==> config.mk <==
export PLATFORM = sky130hd
export DESIGN_NAME = dmem_cache_ctrl
export DESIGN_NICKNAME = d
export VERILOG_FILES = /design/src/rtl/dmem_pkg.sv /design/src/rtl/dmem_load_align.sv /design/src/rtl/dmem_cache_ctrl.sv
export SDC_FILE = /design/constraint.sdc
export NUM_CORES = 1
export LEC_CHECK = 0
export CAP_MARGIN = 20
export CELL_PAD_IN_SITES_DETAIL_PLACEMENT = 1
export CELL_PAD_IN_SITES_GLOBAL_PLACEMENT = 2
export CORE_UTILIZATION = 30
export DETAILED_ROUTE_END_ITERATION = 12
export HOLD_SLACK_MARGIN = 0.12
export PLACE_DENSITY = 0.7
export SLEW_MARGIN = 10
export SYNTH_ARGS = -nofsm -noshare
export SYNTH_HDL_FRONTEND = slang
export SYNTH_SLANG_ARGS = --single-unit
==> constraint.sdc <==
create_clock -name CLK -period 18.2 [get_ports CLK]
set_clock_uncertainty 0.05 [all_clocks]
set_input_delay 3.64 -clock CLK [delete_from_list [all_inputs] [get_ports CLK]]
set_output_delay 3.64 -clock CLK [all_outputs]
set_load 0.01 [all_outputs]
==> src/rtl/dmem_pkg.sv <==
// Shared definitions for the data-memory stage: load/store codes, block
// geometry and the cache controller state encoding.
package dmem_pkg;

  localparam logic [2:0] NONE   = 3'b000;
  localparam logic [2:0] LD_LB  = 3'b001;
  localparam logic [2:0] LD_LH  = 3'b010;
  localparam logic [2:0] LD_LW  = 3'b011;
  localparam logic [2:0] LD_LBU = 3'b100;
  localparam logic [2:0] LD_LHU = 3'b101;
  localparam logic [2:0] ST_SB  = 3'b001;
  localparam logic [2:0] ST_SH  = 3'b010;
  localparam logic [2:0] ST_SW  = 3'b011;

  localparam int BLOCK_BYTES = 16;
  localparam int OFFSET_BITS = $clog2(BLOCK_BYTES);

  typedef enum logic [1:0] {
    S_IDLE,
    S_WRITE_BACK,
    S_ALLOCATE
  } state_t;

  function automatic logic is_load(input logic [2:0] code);
    return (code != NONE) && (code <= LD_LHU);
  endfunction

  function automatic logic is_store(input logic [2:0] code);
    return (code != NONE) && (code <= ST_SW);
  endfunction

endpackage

==> src/rtl/dmem_load_align.sv <==
// Selects the addressed byte/halfword/word from a 128-bit cache line and
// applies sign or zero extension according to the load code.
module dmem_load_align
  import dmem_pkg::*;
(
  input  logic [127:0] line_data,
  input  logic [1:0]   word_sel,
  input  logic [1:0]   byte_sel,
  input  logic [2:0]   load_code,
  output logic [31:0]  load_data
);

  logic [31:0] word_val;
  logic [15:0] half_val;
  logic [7:0]  byte_val;

  assign word_val = line_data[{word_sel, 5'd0} +: 32];
  assign byte_val = word_val[{byte_sel, 3'd0} +: 8];
  assign half_val = byte_sel[1] ? word_val[31:16] : word_val[15:0];

  always_comb begin
    load_data = '0;
    case (load_code)
      LD_LB:   load_data = {{24{byte_val[7]}}, byte_val};
      LD_LBU:  load_data = {24'd0, byte_val};
      LD_LH:   load_data = {{16{half_val[15]}}, half_val};
      LD_LHU:  load_data = {16'd0, half_val};
      LD_LW:   load_data = word_val;
      default: load_data = '0;
    endcase
  end

endmodule

==> src/rtl/dmem_cache_ctrl.sv <==
// Direct-mapped, write-back, write-allocate data cache for the MEM stage.
// Stalls the pipeline through BUSY_WAIT while a miss is serviced.
module dmem_cache_ctrl
  import dmem_pkg::*;
#(
  parameter int NUM_LINES = 8
) (
  input  logic         CLK,
  input  logic         RESET,
  input  logic [2:0]   MEM_READ,
  input  logic [2:0]   MEM_WRITE,
  input  logic [31:0]  ADDRESS,
  input  logic [31:0]  WRITE_DATA,
  output logic [31:0]  READ_DATA,
  output logic         BUSY_WAIT,
  output logic         MAIN_MEM_READ,
  output logic         MAIN_MEM_WRITE,
  output logic [27:0]  MAIN_MEM_ADDRESS,
  output logic [127:0] MAIN_MEM_WRITE_DATA,
  input  logic [127:0] MAIN_MEM_READ_DATA,
  input  logic         MAIN_MEM_BUSY_WAIT
);

  localparam int INDEX_BITS = $clog2(NUM_LINES);
  localparam int TAG_BITS   = 32 - OFFSET_BITS - INDEX_BITS;

  logic [TAG_BITS-1:0]   tag;
  logic [INDEX_BITS-1:0] index;
  logic [1:0]            word_sel;
  logic [1:0]            byte_sel;

  assign tag      = ADDRESS[31:OFFSET_BITS+INDEX_BITS];
  assign index    = ADDRESS[OFFSET_BITS+INDEX_BITS-1:OFFSET_BITS];
  assign word_sel = ADDRESS[3:2];
  assign byte_sel = ADDRESS[1:0];

  logic [NUM_LINES-1:0] valid_reg;
  logic [NUM_LINES-1:0] dirty_reg;
  logic [TAG_BITS-1:0]  tag_mem  [NUM_LINES];
  logic [127:0]         data_mem [NUM_LINES];

  state_t state_reg, state_next;

  logic         wr_req, rd_req, hit;
  logic         refill_en, store_en;
  logic [127:0] line_data, merged_line;
  logic [31:0]  load_data;
  logic [3:0]   lane_mask;
  logic [31:0]  store_lanes;

  // A store takes precedence when both codes are presented.
  assign wr_req    = is_store(MEM_WRITE);
  assign rd_req    = !wr_req && is_load(MEM_READ);
  assign line_data = data_mem[index];
  assign hit       = valid_reg[index] && (tag_mem[index] == tag);
  assign refill_en = (state_reg == S_ALLOCATE) && !MAIN_MEM_BUSY_WAIT;
  assign store_en  = (state_reg == S_IDLE) && wr_req && hit;

  dmem_load_align u_align (
    .line_data (line_data),
    .word_sel  (word_sel),
    .byte_sel  (byte_sel),
    .load_code (MEM_READ),
    .load_data (load_data)
  );

  assign READ_DATA = ((state_reg == S_IDLE) && rd_req && hit) ? load_data : '0;

  // Store data is replicated across lanes so each byte lane picks its own slice.
  always_comb begin
    lane_mask   = 4'b0000;
    store_lanes = WRITE_DATA;
    case (MEM_WRITE)
      ST_SB: begin
        lane_mask   = 4'b0001 << byte_sel;
        store_lanes = {4{WRITE_DATA[7:0]}};
      end
      ST_SH: begin
        lane_mask   = byte_sel[1] ? 4'b1100 : 4'b0011;
        store_lanes = {2{WRITE_DATA[15:0]}};
      end
      ST_SW:   lane_mask = 4'b1111;
      default: lane_mask = 4'b0000;
    endcase
  end

  genvar gi;
  generate
    for (gi = 0; gi < BLOCK_BYTES; gi++) begin : g_merge
      localparam logic [1:0] WORD_ID = 2'(gi / 4);
      assign merged_line[gi*8 +: 8] = (lane_mask[gi % 4] && (word_sel == WORD_ID))
                                      ? store_lanes[(gi % 4)*8 +: 8]
                                      : line_data[gi*8 +: 8];
    end
  endgenerate

  always_comb begin
    state_next          = state_reg;
    BUSY_WAIT           = 1'b0;
    MAIN_MEM_READ       = 1'b0;
    MAIN_MEM_WRITE      = 1'b0;
    MAIN_MEM_ADDRESS    = '0;
    MAIN_MEM_WRITE_DATA = '0;
    case (state_reg)
      S_IDLE: begin
        if ((wr_req || rd_req) && !hit) begin
          BUSY_WAIT  = 1'b1;
          state_next = (valid_reg[index] && dirty_reg[index]) ? S_WRITE_BACK : S_ALLOCATE;
        end
      end
      S_WRITE_BACK: begin
        BUSY_WAIT           = 1'b1;
        MAIN_MEM_WRITE      = 1'b1;
        MAIN_MEM_ADDRESS    = {tag_mem[index], index};
        MAIN_MEM_WRITE_DATA = line_data;
        if (!MAIN_MEM_BUSY_WAIT) state_next = S_ALLOCATE;
      end
      S_ALLOCATE: begin
        BUSY_WAIT        = 1'b1;
        MAIN_MEM_READ    = 1'b1;
        MAIN_MEM_ADDRESS = {tag, index};
        if (!MAIN_MEM_BUSY_WAIT) state_next = S_IDLE;
      end
      default: state_next = S_IDLE;
    endcase
  end

  always_ff @(posedge CLK) begin
    if (RESET) begin
      state_reg <= S_IDLE;
      valid_reg <= '0;
      dirty_reg <= '0;
    end else begin
      state_reg <= state_next;
      if (refill_en) begin
        valid_reg[index] <= 1'b1;
        dirty_reg[index] <= 1'b0;
      end else if (store_en) begin
        dirty_reg[index] <= 1'b1;
      end
    end
  end

  // Tag and data arrays carry no reset; a refill cut short by reset is dropped.
  always_ff @(posedge CLK) begin
    if (!RESET) begin
      if (refill_en) begin
        data_mem[index] <= MAIN_MEM_READ_DATA;
        tag_mem[index]  <= tag;
      end else if (store_en) begin
        data_mem[index] <= merged_line;
      end
    end
  end

endmodule

# [Word level (Yosys, flattened, before mapping)]
# Memories as Yosys holds them, arrays and structs flattened.
# Index checks and enable logic that the tools add are counted.
[classes] mux=49 reduce_logical=39 shifts=3 n_lt_le_gt_ge=4 n_eq_ne=17 bitwise_logic=5
[op_table] op="two-way mux 128 bit" count=2
[op_table] op="one-hot mux 32 bit (5 select lines)" count=1
[op_table] op="two-way mux 8 bit" count=18
[op_table] op="indexed part select 128 x 8 -> 32 bit" count=1
[op_table] op="one-hot mux 32 bit (2 select lines)" count=1
[op_table] op="one-hot mux 28 bit (2 select lines)" count=1
[op_table] op="two-way mux 32 bit" count=1
[op_table] op="indexed part select 32 x 6 -> 8 bit" count=1
[op_table] op="logical AND 1 bit" count=28
[op_table] op="== test 25 bit" count=1
[op_table] op="two-way mux 16 bit" count=1
[op_table] op="OR 8 bit" count=2
[op_table] op="two-way mux 1 bit" count=13
[op_table] op="== test 3 x 2 -> 1 bit (second input constant)" count=4
[op_table] op="one-hot mux 4 bit (3 select lines)" count=1
[op_table] op="bitwise AND 8 bit" count=1
[op_table] op="two-way mux 2 bit" count=4
[op_table] op="inverter 8 bit" count=1
[op_table] op="binary-select mux 1 bit (select 3 bit)" count=2
[op_table] op="== test 2 bit (second input constant)" count=3
[op_table] op="== test 3 x 1 -> 1 bit (second input constant)" count=2
[op_table] op="== test 3 bit (second input constant)" count=2
[op_table] op="one-hot mux 2 bit (3 select lines)" count=1
[op_table] op="nonzero test 3 bit" count=2
[op_table] op="other kinds (18)" count=23
[word_totals] word_cells=122 regBits=18 ram_bits=1224 n_memories=2 inputBits=201
[memory_table] memory="data_mem" words=8 width=128 rd=1 rd_clocked_by_memory_dff=0 write_ports=1 line="dmem_cache_ctrl.sv:40" source="logic [127:0] data_mem [NUM_LINES];"
[memory_table] memory="tag_mem" words=8 width=25 rd=1 rd_clocked_by_memory_dff=0 write_ports=1 line="dmem_cache_ctrl.sv:39" source="logic [TAG_BITS-1:0] tag_mem [NUM_LINES];"

# [Depth between registers and ports, before layout]
# Gate-level depths: netlist (run 1).
[depth] ltp_word=9 depth_mapped=17 mapped_depth_nobuf=8

# [Cells and area by module]
# Synthesis (run 1) repeated with hierarchy kept, for this count alone.
[unflattened] cells_unflattened=3453 hier_area_um2=53672.7
[by_module_without_submodules] module="dmem_cache_ctrl" cells_per_inst=3247 n_inst=1 seq_area_each_um2=37115.6 area_each_um2=51390.5
[by_module_without_submodules] module="dmem_load_align" cells_per_inst=206 n_inst=1 seq_area_each_um2=0.0 area_each_um2=2282.2

# [Worst setup path before layout (run 1)]
# OpenSTA, ideal clock, no wires.
[synth_timing] path_type="input port to flip-flop" startpoint="input ADDRESS[5]" endpoint="memory data_mem[5][0] (enable)" arrival_time_ns=14.478 setup_ns=0.771 path_stages=10 path_slack_ns=2.901 required_ns=17.379 path_cell_list="buf_4 buf_4 mux4_2 mux2_2 xnor2_1 nand3_1 nand4b_1 nor4_2 a21oi_1 nor3_1"
[synth_via] elab_chain_cells=9
[synth_rtl] item="from (decl)" line="dmem_cache_ctrl.sv:12" source="input logic [31:0] ADDRESS,"
[synth_rtl] item="memory (8 x 25 bit) or binary-select mux 1 bit (select 3 bit) (tied branches)"
[synth_rtl] item="== test 25 bit or two-way mux 1 bit (tied branches)" line="dmem_cache_ctrl.sv:55" source="assign hit = valid_reg[index] && (tag_mem[index] == tag);"
[synth_rtl] item="logical AND 1 bit" line="dmem_cache_ctrl.sv:55"
[synth_rtl] item="logical AND 1 bit" line="dmem_cache_ctrl.sv:57" source="assign store_en = (state_reg == S_IDLE) && wr_req && hit;"
[synth_rtl] item="two-way mux 1 bit" line="dmem_cache_ctrl.sv:150" source="end else if (store_en) begin"
[synth_rtl] item="two-way mux 1 bit" line="dmem_cache_ctrl.sv:147" source="if (refill_en) begin"
[synth_rtl] item="two-way mux 1 bit" line="dmem_cache_ctrl.sv:146" source="if (!RESET) begin"
[synth_rtl] item="two-way mux 1 bit (not written as such)" line="dmem_cache_ctrl.sv:151" source="data_mem[index] <= merged_line;"
[synth_rtl] item="OR 1 bit (no line)"
[synth_rtl] item="to (decl)" line="dmem_cache_ctrl.sv:40"
# Several ways; a longest one is shown, not always the timed one. The select of a mux whose other input is x is not followed.

# [Worst setup path after layout (run 1)]
[layout_timing] startpoint="input ADDRESS[6]" endpoint="output READ_DATA[6]"
[layout_via] elab_chain_cells=5
[layout_rtl] item="memory (8 x 128 bit) (tied with other cells)"
[layout_rtl] item="indexed part select 128 x 8 -> 32 bit (tied with other cells)" line="dmem_load_align.sv:17" source="assign word_val = line_data[{word_sel, 5'd0} +: 32];"
[layout_rtl] item="indexed part select 32 x 6 -> 8 bit (tied with other cells)" line="dmem_load_align.sv:18" source="assign byte_val = word_val[{byte_sel, 3'd0} +: 8];"
[layout_rtl] item="one-hot mux 32 bit (5 select lines) or logical AND 1 bit (tied branches)" line="dmem_load_align.sv:23, dmem_cache_ctrl.sv:67"
[layout_rtl] item="two-way mux 32 bit *" line="dmem_cache_ctrl.sv:67" source="assign READ_DATA = ((state_reg == S_IDLE) && rd_req && hit) ? load_data : '0;"
[layout_rtl] item="to (decl)" line="dmem_cache_ctrl.sv:14" source="output logic [31:0] READ_DATA,"
# Mark *: on every way between the ends. The rest lies on a longest branch, timed or not. The select of a mux whose other input is x is not followed.

==> results.toml, run 1 <==
[route]
wl_per_cell_um = 32.2
dr_total_vias = 33600
firstDrtPassIters = 7
ant_nets = 0
drtIter0Drc = 3194
drc_errors = 0
wl_mm = 198
routed_via_density = 5.46

[sta]
finalCritPeriodShare_pct = 74.3
clock.fmax_ghz = 0.0740
setup_tns_ps = 0
setup_viol = 0
fin_ws_ps = 4690
hold_viol_final = 0
period_minus_slack_ps = 13510
rsz0062_at_grt = "no"
worst_slew_pin_slew_ps = 1200
maxSlewHeadroom_pct = 19.2
drv_slew = 0

[grt]
track_usage_pct = 21.8
grt_pass1_wl_mm = 275
grt_max_degree = 129
grt_pass1_vias = 34200
antenna_found_initial = 12
grt_overflow = 0

[die]
die_h_um = 422
die_x_um = 422
coreArea_um2 = 174000
die-area_um2 = 178000
pin_count = 392
start_util_pct = 30.3
row_count = 153

[power]
p_clk_share_pct = 42.0
p_sw_share_pct = 23.7
p_seq_share_pct = 49.3
pwr-share-comb_pct = 8.6
p_int_w = 0.00490
power_leakage_nw = 20.5
pwr_density_cell_nw_per_um2 = 100
switching_power_w = 0.00152
vdd_drop_max_mv = 0.0995

[final_layout]
area_growth_pct = 21.0
multi_input_area_um2 = 14700
drive_gt1_share_pct = 17.1
nFillCells = 17600
final_util_pct = 36.7
layout.nets = 3931
regArea_um2 = 37100
largest_register_ffs = 1024
stdcell_area_um2 = 64000

[worst_setup_path]
r2r_cells = 10
startpoint = "ADDRESS[6]"
critPathCaptureType = "output pin"
crit_arrival_ps = 9820
critPathLaunchType = "primary input"
required_ps = 14510
critPathKind = "primary input to output pin"
r2r_slack_ps = 12470
cp_max_fo = 85
r2r-start = "tag_mem[7][23]$_DFFE_PP_"

[synth]
yosys_warnings = 0
syn_avg_cell_area_um2 = 16.0
syn_inst = 3304
synthArstFlopShare_pct = 0
yosys_register_bits = 1242
synth_top_area_cell = "edfxtp_1"
synth_flop_cell = "edfxtp_1"
yosysSeqAreaShare_pct = 70.2
ys_types = 71
synth-edff-count = 1224
synth.top_cell.area_share_pct = 69.5
syn_nets = 3510
netlist_area_um2 = 52900
yosys-top-cells-area = "edfxtp_1 69%, mux2i_1 4.6%, mux2_2 4.0%"

[placed_design]
dp_hpwl_mm = 128
placedInstanceArea_um2 = 59700
gp_congestion = 0.844
portBuffers = 391
dp_slack_ps = 4820

[clock_tree]
cts_buffer_depth = 3
insertion_delay_ps = 770
clock_sinks = 1242
cts_root_buffer = "clkbuf_16"
cts_setup_buffers = 0
cts_made_buffers = 135
cts.htree.levels = 4
cts_repair_resize_count = 0
holdBufCountCts = 0
tritoncts = "done"
path_clk_slew_ps = 50

[run_status]
status = "completed"

[run]
max_cap_violations = 0

[hold_path]
hp-class = "flop to flop"
hold_path_depth = 2
[cells in the mapped netlist, drive strengths merged (6+ instances only)]
| cell | instances |
|---|---|
| a211oi | 28 |
| a21oi | 108 |
| a221o | 27 |
| a221oi | 100 |
| a22o | 60 |
| a22oi | 128 |
| a2bb2oi | 11 |
| a31oi | 23 |
| and2 | 34 |
| and3 | 18 |
| buf | 114 |
| clkbuf | 110 |
| dfxtp | 18 |
| edfxtp | 1224 |
| inv | 29 |
| mux2 | 219 |
| mux2i | 245 |
| mux4 | 74 |
| nand2 | 130 |
| nand2b | 10 |
| nand3 | 20 |
| nand4 | 6 |
| nor2 | 215 |
| nor2b | 11 |
| nor3 | 29 |
| o211ai | 10 |
| o21a | 22 |
| o21ai | 124 |
| o22a | 20 |
| o22ai | 49 |
| or3 | 9 |
| xnor2 | 11 |
| xor2 | 6 |
[cell families (layout without fill, tap and decap cells)]
logic type                 count (synthesis)  after routing  synth area share (%)
xor gates and xnor gates                  17             17                 0.282
AOI/OAI and AO/OA                        746            746                  10.0
buffers and inverters                    253            767                  2.33
other                                      0              3                     0
muxes                                    538            538                  12.7
and+or+nand+nor                          503            503                  4.35
DFF                                     1242           1242                  70.2
adders and majority gates                  5              5                 0.118
[layer usage]
metal / vias to the layer above / track usage (%) / wire, um
li1: 14100 / - / -
met2: 1351 / 36.5 / 96700
met5: - / 0 / 55
met1: 17800 / 27.1 / 78800
met4: 8 / 10.3 / 10000
met3: 303 / 3.72 / 12100
[worst paths after layout]
check | endpoint
max reg2reg | data_mem[3][98]$_DFFE_PP_
max | READ_DATA[6]
min | flop
min reg2reg | flop
[metrics by stage]
step	instances	power (W)	hold WS [ps]
after floorplan	3304	0.00351	374
after global placement	5908	0.00377	386
after detailed placement	5911	0.00377	404
after CTS	6141	0.00644	418
after global routing	6143	0.00657	443
final	6146	0.00641	426
[area by class of cell]
class                   count  share of cell area [%]
flip-flops and latches   1242                    58.0
multi-input cells        1809                    23.0
repair buffers            508                    7.57
clock buffers             170                    5.68
well taps                2325                    4.55
clock inverters            60                    1.01
inverters                  29                   0.174
diodes                      3                  0.0117
[cell usage in the layout (no fill, tap or decap), types with 28 or more instances in the layout]
cell type        Yosys  final
mux2_4              32     32
a211oi_1            28     28
clkbuf_16            0    140
edfxtp_1          1224   1224
nor2_1             214    199
mux2_2             187    187
clkinv_1             0     31
a22oi_1            128    128
nand2_1            130    130
and2_1              31     32
buf_4               18    111
a22o_1              60     60
o22ai_1             49     49
mux4_2              74     74
mux2i_1            243    243
a221oi_1           100    100
clkbuf_1           110     28
o21ai_0            123    121
clkdlybuf4s50_1      0    386
a21oi_1            108    107
[power by group through the flow]
stage	Clock, W	Sequential (W)	Combinational, W
final	0.00270	0.00316	0.000552
after global routing	0.00283	0.00316	0.000576
after CTS	0.00273	0.00316	0.000552
after detailed placement	0	0.00322	0.000549
after global placement	0	0.00322	0.000541
after floorplan	0	0.00323	0.000278
[worst max-delay path: stages]
cell	delay, ps
buf_8	540
buf_4	690
and2_2	860
a22o_1	270
or3_1	110
nand4_1	80
or4_1	510
nor4_2	760
nand2_1	870
a21oi_1	620
clkdlybuf4s50_1	630
No activity file was read; power rests on OpenSTA's default activity.
==> inputs of run 2 (changes only) <==
--- a/config.mk
+++ b/config.mk
@@ -11,7 +11,7 @@
 export CORE_UTILIZATION = 30
 export DETAILED_ROUTE_END_ITERATION = 12
 export HOLD_SLACK_MARGIN = 0.12
-export PLACE_DENSITY = 0.7
+export PLACE_DENSITY = 0.72
 export SLEW_MARGIN = 10
 export SYNTH_ARGS = -nofsm -noshare
 export SYNTH_HDL_FRONTEND = slang
==> constraint.sdc (replaced) <==
create_clock -name CLK -period 11.9 [get_ports CLK]
set_clock_uncertainty 0.05 [all_clocks]
set_input_delay 2.38 -clock CLK [delete_from_list [all_inputs] [get_ports CLK]]
set_output_delay 2.38 -clock CLK [all_outputs]
set_load 0.01 [all_outputs]
==> run 2 against run 1 <==
  * Combinational power up 51%
  * Cell area about the same
  * Critical path depth up 1
  * Worst setup slack worse by 3000 ps
  * Non-clock buffer count down 9
  * Global-route usage down 0.38 points
  * Utilization about the same
  * Critical endpoint is now READ_DATA[15]
==> results.toml, run 2 (synthesized netlist as in run 1, its figures left out) <==
[route]
dr_total_vias = 33800
ant_nets = 0
firstDrtPassIters = 5
drtIter0Drc = 3356
routed_via_density = 5.50
drc_errors = 0
wl_mm = 195
wl_per_cell_um = 31.7

[worst_setup_path]
path_buf_inv = 4
cp_max_fo = 60
path_cells = "clkbuf_8, buf_4, nor2_1, buf_4, a221o_1, a222oi_1, mux2i_1, o21ai_0, a222oi_1, nand3b_1, a31oi_1, clkdlybuf4s50_1"
cp_top_family = "compound AO/OA/AOI/OAI gates"
required_ps = 9470
critPathLaunchType = "primary input"
critPathKind = "primary input to output pin"
slowest_stage = "nand3b_1"
cp_slowest_stage_delay_ps = 750
crit_arrival_ps = 7790
critPathCaptureType = "output pin"

[grt]
grt_pass1_vias = 33900
grt_overflow = 0
grt_max_degree = 129
track_usage_pct = 21.4
antenna_found_initial = 14
grt_pass1_wl_mm = 269

[final_layout]
area_growth_pct = 20.8
drive_gt1_share_pct = 17.0
final_cell_mix = "1224 x edfxtp_1, 386 x clkdlybuf4s50_1, 243 x mux2i_1"
final_util_pct = 36.6
layout.nets = 3923
nFillCells = 17700
largest_register_ffs = 1024
fin_cells = 6153
final_common_cell = "edfxtp_1"

[die]
die-area_um2 = 178000
coreArea_um2 = 174000
pin_count = 392
die_h_um = 422
row_count = 153
die_x_um = 422
start_util_pct = 30.3

[power]
pwr_density_cell_nw_per_um2 = 152
vdd_drop_max_mv = 0.115
power_w = 0.00971
power_leakage_nw = 20.4

[run]
max_cap_violations = 0

[sta]
hold_viol_final = 0
setup_viol = 0
fin_ws_ps = 1680
worst_hold_slack_ps = 412
finalCritPeriodShare_pct = 85.9
drv_slew = 0
clock.fmax_ghz = 0.0978
worst_slew_pin_slew_ps = 1220
maxSlewHeadroom_pct = 18.6
rsz0062_at_grt = "no"
period_minus_slack_ps = 10220

[clock_tree]
path_clk_slew_ps = 60
cts_root_buffer = "clkbuf_16"
cts_made_buffers = 136
clock_sinks = 1242
cts_buffer_depth = 3
cts_repair_resize_count = 0
cts.htree.levels = 4
tritoncts = "done"
holdBufCountCts = 0
insertion_delay_ps = 780
cts_setup_buffers = 0

[placed_design]
dp_slack_ps = 1640
gp_congestion = 0.834
dp_hpwl_mm = 124
portBuffers = 391
dp_cells = 5904

[hold_path]
hp-class = "flop to flop"

[run_status]
status = "completed"
run 2: tightest hold or removal path, stage by stage (launching register included):
cell and delay, ps:
dfxtp_1 330, nand2_1 50, o21ai_0 60
run 2: layout make-up:
class                      instances  area, um2  area share [%]
multi-input combinational       1809      14700            23.0
antenna                            4       10.0          0.0157
clock buffer                     170       3590            5.62
sequential                      1242      37100            58.1
tap                             2325       2910            4.55
clock inverter                    75        611           0.955
timing repair buffer             499       4870            7.62
inverter                          29        111           0.174
run 2: metal layers:
layer	track usage (%)	part of all wire (%)
met1	26.7	40
met2	36.0	49
met3	3.48	6.0
met4	10.1	5.1
met5	0	0.044
run 2: path summary, 6_finish.rpt:
kind	from	to	slack, ps	depth (start not counted)
max reg2reg	tag_mem[7][17]$_DFFE_PP_	data_mem[4][18]$_DFFE_PP_	6930	9
min reg2reg	flop	flop	410	2
max	ADDRESS[5]	READ_DATA[15]	1680	12
min	flop	flop	410	2
run 2: where the power goes:
part / internal, W / switching [W] / total [W] / leakage [nW]
logic: 0.000288 / 0.000544 / 0.000832 / 7.20
clock network: 0.00225 / 0.00179 / 0.00404 / 2.03
registers: 0.00483 / 0.00000668 / 0.00484 / 11.2
total: 0.00737 / 0.00234 / 0.00971 / 20.4
run 2: per-stage QoR:
step / cell area, um2 / setup TNS (ps)
after floorplan: 52900 / -2190720
after global placement: 59700 / 0
after detailed placement: 59700 / 0
after CTS: 63900 / 0
after global routing: 63900 / 0
final: 63900 / 0
